### src/rtl/norm_sched.sv
// norm_sched: round-robin shared normalizer. The granted 12-bit value is
// shifted so its leading one lands at bit 10; a leading one at bit 11 is
// shifted right by one instead. Default build shifts one bit per cycle.
// Define NORM_FASTSHIFT_EN to normalize in a single SHIFT cycle using a
// leading-one encoder and barrel shifter (results identical).
module norm_sched #(
  parameter int NREQ = 4,
  parameter int IDW  = 2
) (
  input  logic              clk,
  input  logic              rst,
  input  logic [NREQ-1:0]   req,
  input  logic [NREQ*12-1:0] val,
  output logic [NREQ-1:0]   grant,
  output logic              busy,
  output logic              out_valid,
  input  logic              out_ready,
  output logic [11:0]       out_mant,
  output logic [4:0]        out_shift,
  output logic              out_zero,
  output logic [IDW-1:0]    out_id
);

  localparam int unsigned N = NREQ;

  typedef enum logic [1:0] {IDLE, SHIFT, DONE} state_t;

  state_t         state;
  logic [IDW-1:0] ptr;
  logic [IDW-1:0] pick;
  logic           found;
  int unsigned    pick_i;
  int unsigned    cand;
  logic [11:0]    work;
  logic [11:0]    sel_val;
`ifdef NORM_FASTSHIFT_EN
  logic [3:0]     lead_sh;
`else
  logic [3:0]     count;
`endif

  // Round-robin search starting one past the last served requester
  always_comb begin
    found  = 1'b0;
    pick_i = 0;
    cand   = 0;
    for (int unsigned k = 1; k <= N; k++) begin
      cand = (32'(ptr) + k) % N;
      if (!found && (((req >> cand) & NREQ'(1)) != '0)) begin
        found  = 1'b1;
        pick_i = cand;
      end
    end
  end

  assign pick    = IDW'(pick_i);
  assign sel_val = 12'(val >> (12 * pick_i));
  assign busy    = (state != IDLE);

`ifdef NORM_FASTSHIFT_EN
  // Leading-one position below bit 11 converted to a left-shift amount
  always_comb begin
    lead_sh = '0;
    for (int unsigned b = 0; b < 11; b++) begin
      if (work[b]) lead_sh = 4'(10 - b);
    end
  end
`endif

  // Arbitration, normalization and result handshake
  always_ff @(posedge clk) begin
    if (rst) begin
      state     <= IDLE;
      ptr       <= IDW'(NREQ - 1);
      work      <= '0;
      grant     <= '0;
      out_valid <= 1'b0;
      out_mant  <= '0;
      out_shift <= '0;
      out_zero  <= 1'b0;
      out_id    <= '0;
`ifndef NORM_FASTSHIFT_EN
      count     <= '0;
`endif
    end else begin
      grant <= '0;
      case (state)
        IDLE: begin
          if (found) begin
            work   <= sel_val;
            out_id <= pick;
            grant  <= NREQ'(1) << pick;
            state  <= SHIFT;
`ifndef NORM_FASTSHIFT_EN
            count  <= '0;
`endif
          end
        end
        SHIFT: begin
          if (work == '0) begin
            out_zero  <= 1'b1;
            out_shift <= '1;
            out_mant  <= '0;
            out_valid <= 1'b1;
            state     <= DONE;
          end else if (work[11]) begin
            out_zero  <= 1'b0;
            out_shift <= '1;
            out_mant  <= {1'b0, work[11:1]};
            out_valid <= 1'b1;
            state     <= DONE;
`ifdef NORM_FASTSHIFT_EN
          end else begin
            out_zero  <= 1'b0;
            out_shift <= {1'b0, lead_sh};
            out_mant  <= work << lead_sh;
            out_valid <= 1'b1;
            state     <= DONE;
          end
`else
          end else if (work[10]) begin
            out_zero  <= 1'b0;
            out_shift <= {1'b0, count};
            out_mant  <= work;
            out_valid <= 1'b1;
            state     <= DONE;
          end else begin
            work  <= work << 1;
            count <= count + 4'd1;
          end
`endif
        end
        DONE: begin
          if (out_ready) begin
            out_valid <= 1'b0;
            ptr       <= out_id;
            state     <= IDLE;
          end
        end
        default: state <= IDLE;
      endcase
    end
  end

endmodule
### config.mk
export PLATFORM = sky130hd
export DESIGN_NAME = norm_sched
export DESIGN_NICKNAME = d
export VERILOG_FILES = /design/src/rtl/norm_sched.sv
export SDC_FILE = /design/constraint.sdc
export NUM_CORES = 1
export LEC_CHECK = 0
export ABC_CLOCK_PERIOD_IN_PS = 4800
export BUFFER_PORTS_ARGS = -buffer_cell sky130_fd_sc_hd__buf_2
export CAP_MARGIN = 20
export CORE_MARGIN = 1.5
export CORE_UTILIZATION = 54
export CTS_BUF_LIST = sky130_fd_sc_hd__clkbuf_8 sky130_fd_sc_hd__clkbuf_16
export CTS_CLUSTER_DIAMETER = 200
export CTS_CLUSTER_SIZE = 8
export DETAILED_ROUTE_END_ITERATION = 12
export GPL_TIMING_DRIVEN = 0
export HOLD_SLACK_MARGIN = 0.15
export PLACE_DENSITY = 0.89
export REMOVE_ABC_BUFFERS = 1
export SETUP_SLACK_MARGIN = 0.15
export SLEW_MARGIN = 20
export SYNTH_ARGS = -nofsm -noshare
export SYNTH_HDL_FRONTEND = slang
export SYNTH_SLANG_ARGS = --single-unit
### constraint.sdc
create_clock -name clk -period 4.8 [get_ports clk]
set_clock_uncertainty 0.2 [all_clocks]
set_input_delay 0.96 -clock clk [delete_from_list [all_inputs] [get_ports clk]]
set_output_delay 0.96 -clock clk [all_outputs]
set_load 0.03 [all_outputs]
==> impl_metrics.json <==
{
  "status": "finished clean",
  "yosysTopAreaCell": "dfxtp_1",
  "cts_root_buf": "clkbuf_8",
  "antenna_found_initial": 0,
  "tritoncts": "done",
  "overflow": 0,
  "via_count": 3447,
  "drt_iter0_markers": 321,
  "postSynthAreaPerCell_um2": 8.40,
  "design_area_um2": 3780,
  "netlist.area_leader.share_pct": 26.5,
  "crit_type": "in2reg",
  "grt_usage_pct": 28.5,
  "drv_slew": 0,
  "clk_pin_slew_worst_paths_ns": 0.09,
  "postCtsSetupBuffers": 0,
  "port_buffers": 79,
  "leakage_nw": 1.63,
  "htreeDepth": 2,
  "synth_seq_cells": 44,
  "place_ws_ns": -0.0926,
  "synth_area_um2": 3330,
  "ys_seq_area_share_pct": 26.5,
  "antennaDiodeCount": 0,
  "routedWlPerCell_um": 17.2,
  "start_util_pct": 56.2,
  "finalSetupTns_ns": 0,
  "worst-path-buf-inv": 3,
  "final_layout_size_suffix_gt1_share_pct": 25.8,
  "end_kind": "flop",
  "syn_inst": 396,
  "async_reset_ff_share_pct": 0,
  "syn_to_final_growth_pct": 13.5,
  "coreArea_um2": 5920,
  "grt_max_degree": 45,
  "fin_crit_sh_pct": 92.1,
  "finalSetupViolations": 0,
  "cts_made_buffers": 5,
  "wl_um": 9080,
  "grt_pass1_wl_um": 14800,
  "drtPass1Iterations": 5,
  "critical_path.slowest_cell": "ha_1",
  "dieArea_um2": 6640,
  "placed_area_um2": 3670,
  "ys_types": 65,
  "synth_ff_type": "dfxtp_1",
  "path_cells": "buf_2 > mux2_4 > a21oi_4 > nand2_8 > inv_8 > ha_1 > nor2b_2 > and3b_1 > inv_1 > o221a_2 > a221oi_1",
  "power_density_nw_per_um2": 543,
  "grt_setup_unrepaired": "no",
  "path_delay_family": "simple AND/OR/NAND/NOR gates",
  "drc": 0,
  "layout_common_cells": "79 x buf_2, 44 x dfxtp_1, 42 x nor2_1",
  "clockBufferDepth": 2,
  "required_ns": 4.81,
  "hp-class": "reg2reg",
  "rows": 28,
  "final_common_cell": "buf_2",
  "routed_via_density": 6.53,
  "clk_latency_ns": 0.30,
  "max_cap_viol_count": 0,
  "setup_slack_ns": 0.381,
  "synth_edf_count": 0,
  "hold_viol_final": 0,
  "nets": 515,
  "ant_nets": 0,
  "synth.area.top_cells": "dfxtp_1 26%, mux4_2 8.1%, nor2_1 4.7%",
  "timing.fmax_mhz": 226,
  "hpwlAfterDp_um": 6700,
  "slew_headroom_pct": 36.3,
  "peakVddDrop_mv": 0.289,
  "place_congestion": 0.922,
  "die_w_um": 81.5,
  "worstMarginPinSlew_ns": 0.950,
  "cp-start-kind": "primary input",
  "period_needed_ns": 4.42,
  "yosysWarnings": 0,
  "grt_pass1_vias": 3163,
  "p_total_mw": 2.05,
  "die_h_um": 81.5,
  "clock_sinks": 44,
  "crit_fanout": 26,
  "io_pins": 81,
  "rrSetupSlack_ns": 0.64,
  "cp.arrival_ns": 4.42,
  "crit_path_max_incr_delay_ns": 0.71
}
## cell type report
| class | count | area, µm² |
|---|---|---|
| inverters | 14 | 60.1 |
| fillers | 519 | 2140 |
| clock buffers | 5 | 68.8 |
| well taps | 75 | 93.8 |
| flip-flops and latches | 44 | 881 |
| multi-input cells | 308 | 2240 |
| clock inverters | 3 | 38.8 |
| repair buffers | 79 | 395 |
## cells by family (layout without fill, tap and decap cells)
logic type | after synthesis | count (layout) | synth area share, %
AO/OA/AOI/OAI | 100 | 100 | 21.4
XOR/XNOR | 2 | 2 | 0.527
adder cells (fa/ha/maj) | 8 | 8 | 3.01
buffers and inverters | 44 | 101 | 6.28
flip-flops | 44 | 44 | 26.5
multiplexers | 34 | 34 | 16.6
other | 1 | 1 | 0.113
AND/OR/NAND/NOR | 163 | 163 | 25.5
## Yosys cell counts, types with 3 or more instances
master,n
a211o_1,4
a211oi_1,6
a21oi_1,20
a221oi_1,6
a22oi_1,11
a31oi_1,9
a32oi_1,5
and2_1,3
and3_1,8
buf_2,4
clkbuf_1,20
dfxtp_1,44
ha_1,8
inv_1,13
mux2_2,7
mux2i_1,11
mux4_1,3
mux4_2,12
nand2_1,24
nand2b_1,5
nand3_1,30
nand4_1,3
nor2_1,42
nor2b_1,8
nor3_1,15
nor3b_1,5
nor4_1,5
o21a_1,3
o21ai_0,15
or3_1,3
## what timing repair did
action | 4_1_cts | 5_1_grt
gates resized for setup | 0 | 1
setup endpoints to repair | 0 | 3
hold buffers | 0 | 0
## metal layers
metal  GRT usage [%]  routed length [µm]  vias up
met4            7.93                 124        0
met1            36.0                3780     1620
met2            49.6                4290      198
li1                -                   -     1615
met5               0                   0        -
met3            4.89                 879       14
## state kept, by name, indices dropped and copies added, names as in the netlist
| signal | count |
|---|---|
| out_mant | 11 |
| out_id | 2 |
| work | 12 |
| grant | 4 |
| out_valid | 1 |
| count | 4 |
| state | 2 |
| out_shift | 5 |
| out_zero | 1 |
| ptr | 2 |
## through the flow
stage / hold slack [ns] / std cells / utilization (%)
after floorplan: 0.256 / 366 / -
after CTS: 0.275 / 528 / 63.7
final: 0.267 / 528 / 63.8
after global placement: 0.237 / 520 / 61.9
after global routing: 0.309 / 528 / 63.8
after detailed placement: 0.264 / 520 / 61.9
## worst reg2reg max path: cells and delay by family, from the launching register on
kind | cells | cell delay, ns
AOI/OAI and AO/OA | 3 | 0.94
adders and majority gates | 1 | 0.72
DFF | 1 | 0.48
muxes | 1 | 0.36
and+or+nand+nor | 3 | 1.06
buffers and inverters | 2 | 0.31
## power by group
| group | internal (mW) | switching, mW |
|---|---|---|
| Combinational | 0.447 | 0.739 |
| Clock | 0.152 | 0.125 |
| Sequential | 0.473 | 0.113 |
## final timing paths
check | startpoint | to | cells past startpoint
min reg2reg | out_mant[9]$_SDFFE_PP0P_ | out_mant[9]$_SDFFE_PP0P_ | 2
max reg2reg | ptr[1]$_SDFFE_PP1P_ | work[10]$_SDFFE_PP0P_ | 10
min | out_mant[9]$_SDFFE_PP0P_ | out_mant[9]$_SDFFE_PP0P_ | 2
max | req[1] | work[10]$_SDFFE_PP0P_ | 11
Note: power is estimated with default switching activity, not from simulation.
